File: src/rtl/mult_sum_ctrl_pkg.sv
// Shared state encoding and default widths for the multiple-sum controller.
package mult_sum_ctrl_pkg;

  localparam int DATA_W_DEF = 32;
  localparam int DIV_W_DEF  = 8;

  typedef enum logic [1:0] {
    IDLE = 2'd0,
    RUN  = 2'd1,
    DONE = 2'd2
  } state_e;

endpackage

File: src/rtl/mult_sum_ctrl_core.sv
// Match/accumulate datapath: term counter, two running-remainder modulo units
// and a carry-tracking accumulator, all loaded from a latched configuration.
module mult_sum_core
  import mult_sum_ctrl_pkg::*;
#(
  parameter int DATA_W = DATA_W_DEF,
  parameter int DIV_W  = DIV_W_DEF
) (
  input  logic              clk,
  input  logic              rst_n,
  input  logic              clear,
  input  logic              step,
  input  logic [DATA_W-1:0] limit,
  input  logic [DIV_W-1:0]  div_a,
  input  logic [DIV_W-1:0]  div_b,
  output logic [DATA_W-1:0] sum,
  output logic              overflow,
  output logic              last
);

  logic [DATA_W-1:0] limit_r;
  logic [DATA_W-1:0] cnt_r;
  logic [DATA_W-1:0] sum_r;
  logic [DIV_W-1:0]  div_a_r;
  logic [DIV_W-1:0]  div_b_r;
  logic [DIV_W-1:0]  rem_a_r;
  logic [DIV_W-1:0]  rem_b_r;
  logic              ovf_r;

  logic              hit_s;
  logic [DATA_W:0]   add_s;
  logic [DIV_W-1:0]  rem_a_nxt_s;
  logic [DIV_W-1:0]  rem_b_nxt_s;

  // rem_x tracks cnt mod div_x incrementally, so no divider is needed.
  always_comb begin
    hit_s = ((div_a_r != {DIV_W{1'b0}}) && (rem_a_r == {DIV_W{1'b0}})) ||
            ((div_b_r != {DIV_W{1'b0}}) && (rem_b_r == {DIV_W{1'b0}}));
    add_s = {1'b0, sum_r} + {1'b0, cnt_r};
    if (rem_a_r == (div_a_r - DIV_W'(1))) begin
      rem_a_nxt_s = {DIV_W{1'b0}};
    end else begin
      rem_a_nxt_s = rem_a_r + DIV_W'(1);
    end
    if (rem_b_r == (div_b_r - DIV_W'(1))) begin
      rem_b_nxt_s = {DIV_W{1'b0}};
    end else begin
      rem_b_nxt_s = rem_b_r + DIV_W'(1);
    end
  end

  // Configuration latch, term counter and sticky-carry accumulator.
  always_ff @(posedge clk) begin
    if (!rst_n) begin
      limit_r <= {DATA_W{1'b0}};
      cnt_r   <= {DATA_W{1'b0}};
      sum_r   <= {DATA_W{1'b0}};
      div_a_r <= {DIV_W{1'b0}};
      div_b_r <= {DIV_W{1'b0}};
      rem_a_r <= {DIV_W{1'b0}};
      rem_b_r <= {DIV_W{1'b0}};
      ovf_r   <= 1'b0;
    end else if (clear) begin
      limit_r <= limit;
      div_a_r <= div_a;
      div_b_r <= div_b;
      cnt_r   <= {DATA_W{1'b0}};
      sum_r   <= {DATA_W{1'b0}};
      rem_a_r <= {DIV_W{1'b0}};
      rem_b_r <= {DIV_W{1'b0}};
      ovf_r   <= 1'b0;
    end else if (step) begin
      cnt_r   <= cnt_r + DATA_W'(1);
      rem_a_r <= rem_a_nxt_s;
      rem_b_r <= rem_b_nxt_s;
      if (hit_s) begin
        sum_r <= add_s[DATA_W-1:0];
        if (add_s[DATA_W]) begin
          ovf_r <= 1'b1;
        end
      end
    end
  end

  assign sum      = sum_r;
  assign overflow = ovf_r;
  assign last     = (cnt_r == (limit_r - DATA_W'(1)));

endmodule

File: src/rtl/mult_sum_ctrl.sv
// Job controller: IDLE/RUN/DONE sequencing, start/abort/ack handshakes and
// registered status outputs around the mult_sum_core datapath.
module mult_sum_ctrl
  import mult_sum_ctrl_pkg::*;
#(
  parameter int DATA_W = DATA_W_DEF,
  parameter int DIV_W  = DIV_W_DEF
) (
  input  logic              clk,
  input  logic              rst_n,
  input  logic              start,
  input  logic [DATA_W-1:0] limit,
  input  logic [DIV_W-1:0]  div_a,
  input  logic [DIV_W-1:0]  div_b,
  input  logic              abort,
  output logic              ready,
  output logic              busy,
  output logic [DATA_W-1:0] result,
  output logic              result_valid,
  output logic              overflow,
  input  logic              result_ack
);

  state_e state_r;
  state_e state_nxt_s;
  logic   clear_s;
  logic   step_s;
  logic   last_s;
  logic   ready_r;
  logic   busy_r;
  logic   valid_r;

  mult_sum_core #(
    .DATA_W (DATA_W),
    .DIV_W  (DIV_W)
  ) u_core (
    .clk      (clk),
    .rst_n    (rst_n),
    .clear    (clear_s),
    .step     (step_s),
    .limit    (limit),
    .div_a    (div_a),
    .div_b    (div_b),
    .sum      (result),
    .overflow (overflow),
    .last     (last_s)
  );

  // Next-state and datapath strobes; abort suppresses the final evaluation.
  always_comb begin
    state_nxt_s = state_r;
    clear_s     = 1'b0;
    step_s      = 1'b0;
    case (state_r)
      IDLE: begin
        if (start) begin
          clear_s = 1'b1;
          if (limit == {DATA_W{1'b0}}) begin
            state_nxt_s = DONE;
          end else begin
            state_nxt_s = RUN;
          end
        end else begin
          state_nxt_s = IDLE;
        end
      end
      RUN: begin
        if (abort) begin
          state_nxt_s = IDLE;
        end else begin
          step_s = 1'b1;
          if (last_s) begin
            state_nxt_s = DONE;
          end else begin
            state_nxt_s = RUN;
          end
        end
      end
      DONE: begin
        if (result_ack) begin
          state_nxt_s = IDLE;
        end else begin
          state_nxt_s = DONE;
        end
      end
      default: begin
        state_nxt_s = IDLE;
      end
    endcase
  end

  // State register with status flags decoded from the next state.
  always_ff @(posedge clk) begin
    if (!rst_n) begin
      state_r <= IDLE;
      ready_r <= 1'b1;
      busy_r  <= 1'b0;
      valid_r <= 1'b0;
    end else begin
      state_r <= state_nxt_s;
      ready_r <= (state_nxt_s == IDLE);
      busy_r  <= (state_nxt_s == RUN);
      valid_r <= (state_nxt_s == DONE);
    end
  end

  assign ready        = ready_r;
  assign busy         = busy_r;
  assign result_valid = valid_r;

endmodule

File: config.mk
export PLATFORM = sky130hd
export DESIGN_NAME = mult_sum_ctrl
export DESIGN_NICKNAME = d
export VERILOG_FILES = /design/src/rtl/mult_sum_ctrl_pkg.sv /design/src/rtl/mult_sum_ctrl_core.sv /design/src/rtl/mult_sum_ctrl.sv
export SDC_FILE = /design/constraint.sdc
export NUM_CORES = 1
export LEC_CHECK = 0
export ABC_AREA = 1
export ABC_CLOCK_PERIOD_IN_PS = 2800
export BUFFER_PORTS_ARGS = -buffer_cell sky130_fd_sc_hd__buf_2
export CORE_ASPECT_RATIO = 0.75
export CORE_MARGIN = 4
export CORE_UTILIZATION = 60
export CTS_BUF_LIST = sky130_fd_sc_hd__clkbuf_16
export DETAILED_ROUTE_END_ITERATION = 8
export PLACE_DENSITY_LB_ADDON = 0.1
export SYNTH_ARGS = -nofsm -noshare
export SYNTH_HDL_FRONTEND = slang
export SYNTH_HIERARCHICAL = 1
export SYNTH_SLANG_ARGS = --single-unit
File: constraint.sdc
create_clock -name clk -period 2.8 [get_ports clk]
set_input_delay 0.14 -clock clk [delete_from_list [all_inputs] [get_ports clk]]
set_output_delay 0.14 -clock clk [all_outputs]
set_load 0.02 [all_outputs]
* Word-level counts from Yosys, hierarchy flattened
Cells that the tools add are included.
Cells by class: add/subtract/negate cells 7, equality and inequality tests 7, mux-type cells 12, bitwise gates (word level) 1, reduce and logical (&&, ||, !) cells 13
Operator list (count):
- adder 32 x 32 -> 33 bit | 1
- adder 32 x 1 -> 32 bit (second input constant) | 1
- equality test 32 bit | 1
- zero test 32 bit | 1
- subtractor 32 x 1 -> 32 bit (second input constant) | 1
- adder 8 x 1 -> 8 bit (second input constant) | 2
- equality test 8 bit | 2
- zero test 8 bit | 2
- two-way mux 8 bit | 2
- nonzero test 8 bit | 2
- subtractor 8 x 1 -> 8 bit (second input constant) | 2
- two-way mux 2 bit | 5
- one-hot mux 2 bit (3 select lines) | 1
- equality test 2 x 1 -> 1 bit (second input constant) | 2
- equality test 2 bit (second input constant) | 2
- zero test 2 bit | 2
- two-way mux 1 bit | 4
- AND reduction 3 bit | 1
- logical AND 1 bit | 2
- AND reduction 2 bit | 1
- OR reduction 2 bit | 1
- logical OR 1 bit | 1
- NOT 1 bit | 1
Storage, ports and cells: bits in registers 134

* Longest topological paths before layout
depth after elaboration 6, mapped depth 20, mapped depth without buffers 19

* By module
Netlist, hierarchy kept.
Modules (own cells, without submodules):
- mult_sum_core | times used 1, cells each 1432, area an instance 9115.0 um2
- mult_sum_ctrl | times used 1, cells each 56, area an instance 307.8 um2

* Least setup slack after synthesis
No wires, ideal clock.
path type reg-to-reg, from register u_core.limit_r[0], to register ready_r, in the netlist ready, arrival time 1.938 ns, required time 2.688 ns, setup slack 0.749 ns, stages on the path, launching flop included 18, buffers on the path 1, period minus slack after synthesis 2.051 ns, path through dfxtp_1 -> inv_1 -> ha_1 -> nand2_2 -> nor2_4 -> buf_6 -> nand2_4 -> xor2_1 -> nor2_1 -> nand2_1 -> nor2_1 -> nand3_1 -> nor2_1 -> nand2_1 -> o31ai_1 -> a21oi_1 -> nand2_1 -> nand2_1
Between the ends: cells in the longest elaborated chain, start to end 6
RTL lines:
- start, declared | line mult_sum_ctrl_core.sv:21 | logic [DATA_W-1:0] limit_r;
- start signal, assigned | line mult_sum_ctrl_core.sv:55 | limit_r <= {DATA_W{1'b0}};
- start signal, assigned | line mult_sum_ctrl_core.sv:64 | limit_r <= limit;
- subtractor 32 x 1 -> 32 bit | line mult_sum_ctrl_core.sv:87 | assign last = (cnt_r == (limit_r - DATA_W'(1)));
- equality test 32 bit | line mult_sum_ctrl_core.sv:87
- via last_s | line mult_sum_ctrl.sv:28 | logic last_s;
- two-way mux 2 bit | line mult_sum_ctrl.sv:72 | if (last_s) begin
- two-way mux 2 bit | line mult_sum_ctrl.sv:68 | if (abort) begin
- one-hot mux 2 bit (3 select lines) | line mult_sum_ctrl.sv:54 | case (state_r)
- zero test 2 bit | line mult_sum_ctrl.sv:101 | ready_r <= (state_nxt_s == IDLE);
- end signal, assigned | line mult_sum_ctrl.sv:101
- end, declared | line mult_sum_ctrl.sv:29 | logic ready_r;
The timed path passes the listed nets, and every way through them passes these cells. A chain may end at the register's enable or synchronous reset.

* Worst setup path in the final report
from register u_core.limit_r[1], to register ready_r, in the netlist ready
Same word-level chain as after synthesis.

==> impl_metrics.yaml <==
global_route:
  grt.overflow.total: 0
  grt_pass1_vias: 8595
  grt_pass1_wl_mm: 43.74
  antenna_found_initial: 0
  grt_max_degree: 61
  grt_use_total_pct: 30.27
yosys:
  yosys_warnings: 6
  synthDistinctLibCells: 48
  ys_ff_latch: 134
  synth-seq-area-share_pct: 28.47
  synth_top_cell_by_area: "dfxtp_1"
  ys.flop_type: "dfxtp_1"
  synth_edf_count: 0
  synth_common_cells: "nand2_1, nor2_1, inv_1, dfxtp_1, o21ai_0"
  syn_inst: 1488
  syn_area_per_cell_um2: 6.333
  synthesis.nets: 1583
  synth.most_common_cell: "nand2_1"
  synth_area_leaders: "dfxtp_1, nand2_1, nor2_1"
  netlist_area_mm2: 0.009423
  yosysTopAreaCellShare_pct: 28.47
  synth-async-reset-ratio_pct: 0
timing:
  finalSetupViolCount: 0
  fmax_ghz: 0.3912
  fin_skew_ns: 0.006858
  timing.setup.tns_ns: 0
  tightest_slew_ns: 0.5856
  hold_viol_final: 0
  maxSlewViolCount: 0
  final.min_clock_period_ns: 2.556
  rsz0062_at_grt: "false"
  slew_headroom_pct: 60.96
  finalCritPeriodShare_pct: 91.30
critical_path:
  end_kind: "flop"
  ff2ff_setup_slack_ns: 0.24
  endpoint: "ready"
  crit_start: "u_core/limit_r[1]"
  rr_worst_depth: 20
  required_ns: 3.10
  reg2reg_from: "u_core/limit_r[1]"
  crit_fanout: 5
  critical_path_class: "reg2reg"
  worstPathArrival_ns: 2.86
  r2r-end: "ready"
  start_kind: "flop"
floorplan:
  fp-row-count: 39
  start_util_pct: 61.50
  core_area_mm2: 0.01532
  die_h_um: 116.5
  pin_count: 89
  fp.dieW_um: 152.7
  die_area_mm2: 0.01779
cells_and_area:
  drive_gt1_share_pct: 10.68
  fill_cells: 1355
  multi_input_area_mm2: 0.005892
  final_net_count: 1702
  final_cells: 1825
  n_antenna_cell: 0
  syn_to_final_growth_pct: 16.77
  register_area_mm2: 0.002683
drt:
  ant_nets: 0
  wl_per_cell_um: 15.14
  firstDrtPassIters: 6
  finalWirelength_mm: 27.63
  drc_errors: 0
  viasPerCell: 5.518
  drt_iter0_drc: 1063
  num_vias: 10070
placement:
  dp_cells: 1757
  io_buffers: 88
  gp_congestion: 0.9793
  hpwlAfterDp_mm: 20.48
clocking:
  cts.clk_slew.worst_paths_ns: 0.06
  cts_tree: "yes"
  clk-insertion-delay-late_ns: 0.42
  cts_root_buffer: "clkbuf_16"
  clock_path_buffers: 2
  cts_made_buffers: 17
  htreeDepth: 4
  cts_sinks: 134
status:
  status: "completed"
job:
  drv_cap: 0
hold_path:
  min_path_type: "in2reg"
power:
  ir_worst_vdd_v: 0.0003984
  p_leak_nw: 5.143
  powerDensity_mw_per_mm2: 476.9
## stage by stage
step	area [um^2]	worst slack [ns]	hold slack [ns]	total power, mW	util [%]
2_1_floorplan	9423	0.7492	0.2088	2.700	-
3_3_place_gp	10060	0.2615	0.3680	2.921	65.67
3_5_place_dp	10060	0.1388	0.3745	2.938	65.67
4_1_cts	10970	0.1213	0.003392	5.234	71.60
5_1_grt	11000	0.04328	0.02856	5.463	71.81
6_report	11000	0.2437	0.01230	5.248	71.81
## registers in the layout, indices dropped and copies added (netlist names)
| register | count |
|---|---|
| u_core/div_a_r | 8 |
| result_valid | 1 |
| u_core/div_b_r | 8 |
| u_core/overflow | 1 |
| busy | 1 |
| u_core/rem_a_r | 8 |
| ready | 1 |
| u_core/rem_b_r | 8 |
| u_core/cnt_r | 32 |
| u_core/sum | 32 |
| u_core/limit_r | 32 |
| state_r | 2 |
## how the worst min path moves through the flow
stage / from / end / slack [ns] / depth (start not counted)
2_1_floorplan: rst_n / ready / 0.21 / 1
3_3_place_gp: div_a[7] / u_core/div_a_r[7] / 0.37 / 3
3_5_place_dp: div_a[7] / u_core/div_a_r[7] / 0.37 / 3
4_1_cts: div_a[4] / u_core/div_a_r[4] / 0.003 / 3
5_1_grt: div_b[1] / u_core/div_b_r[1] / 0.03 / 3
6_report: div_b[1] / u_core/div_b_r[1] / 0.01 / 3
## area by class of cell
cell class	count	area share [%]
flip-flops and latches	134	24.38
multi-input cells	1135	53.55
well taps	205	2.331
clock buffers	17	3.866
repair buffers	137	8.187
inverters	182	6.209
clock inverters	15	1.478
## worst max-delay path: stages (launching register included)
cell and delay, ns:
dfxtp_1 0.33, inv_1 0.09, ha_1 0.28, nand2_2 0.15, nor2_4 0.17, buf_4 0.14
nand2_2 0.04, nand2_1 0.06, nand2_1 0.05, clkinv_1 0.04, nand2_1 0.04, nor2_1 0.08
nand2_1 0.06, nor2_1 0.14, nand4_1 0.10, nor2_1 0.23, nand2_1 0.10, o31ai_1 0.07
a21oi_1 0.11, nand2_1 0.09, nand2_1 0.04
## per-layer routing
metal,vias up,GRT usage (%),wire (um)
met1,4546,44.66,13330
met5,-,0,0
met4,0,7.003,365
li1,5051,-,-
met3,37,7.407,2598
met2,437,44.71,11340
## kinds of logic after synthesis
group | after synthesis | synth area share, %
and+or+nand+nor | 770 | 35.72
AOI/OAI and AO/OA | 243 | 13.61
buffers and inverters | 219 | 9.109
DFF | 134 | 28.47
xor gates and xnor gates | 80 | 7.436
adders and majority gates | 42 | 5.657
## cell usage in the layout (no fill, tap or decap), types with 4 or more instances in the layout
master and instances:
o21ai_0 108, inv_1 178, clkinv_1 5, xor2_1 49, nor2_1 286, a21oi_1 102
xnor2_1 31, nand3_1 97, o21a_1 8, clkbuf_16 17, nand2_1 293, buf_4 16
nand4_1 22, nand3_2 4, buf_2 88, nor2_4 4, dlygate4sd3_1 32, o21ai_1 7
o211ai_1 5, nor3_1 21, nor4_1 7, nand3b_1 4, clkinv_2 4, ha_1 41
nor2_2 10, dfxtp_1 134
## timing repair
item	in CTS	in global routing
gates resized for setup	0	1
setup buffers	0	4
endpoints found under the setup margin	0	5
endpoints found under the hold margin	32	0
hold buffers	32	0
## where the power goes
part           internal (mW)  switching [mW]
combinational          0.329           0.569
clock                   1.39           0.888
sequential              1.99          0.0861
total                   3.70            1.54
Power figures use the tool's default switching activity.
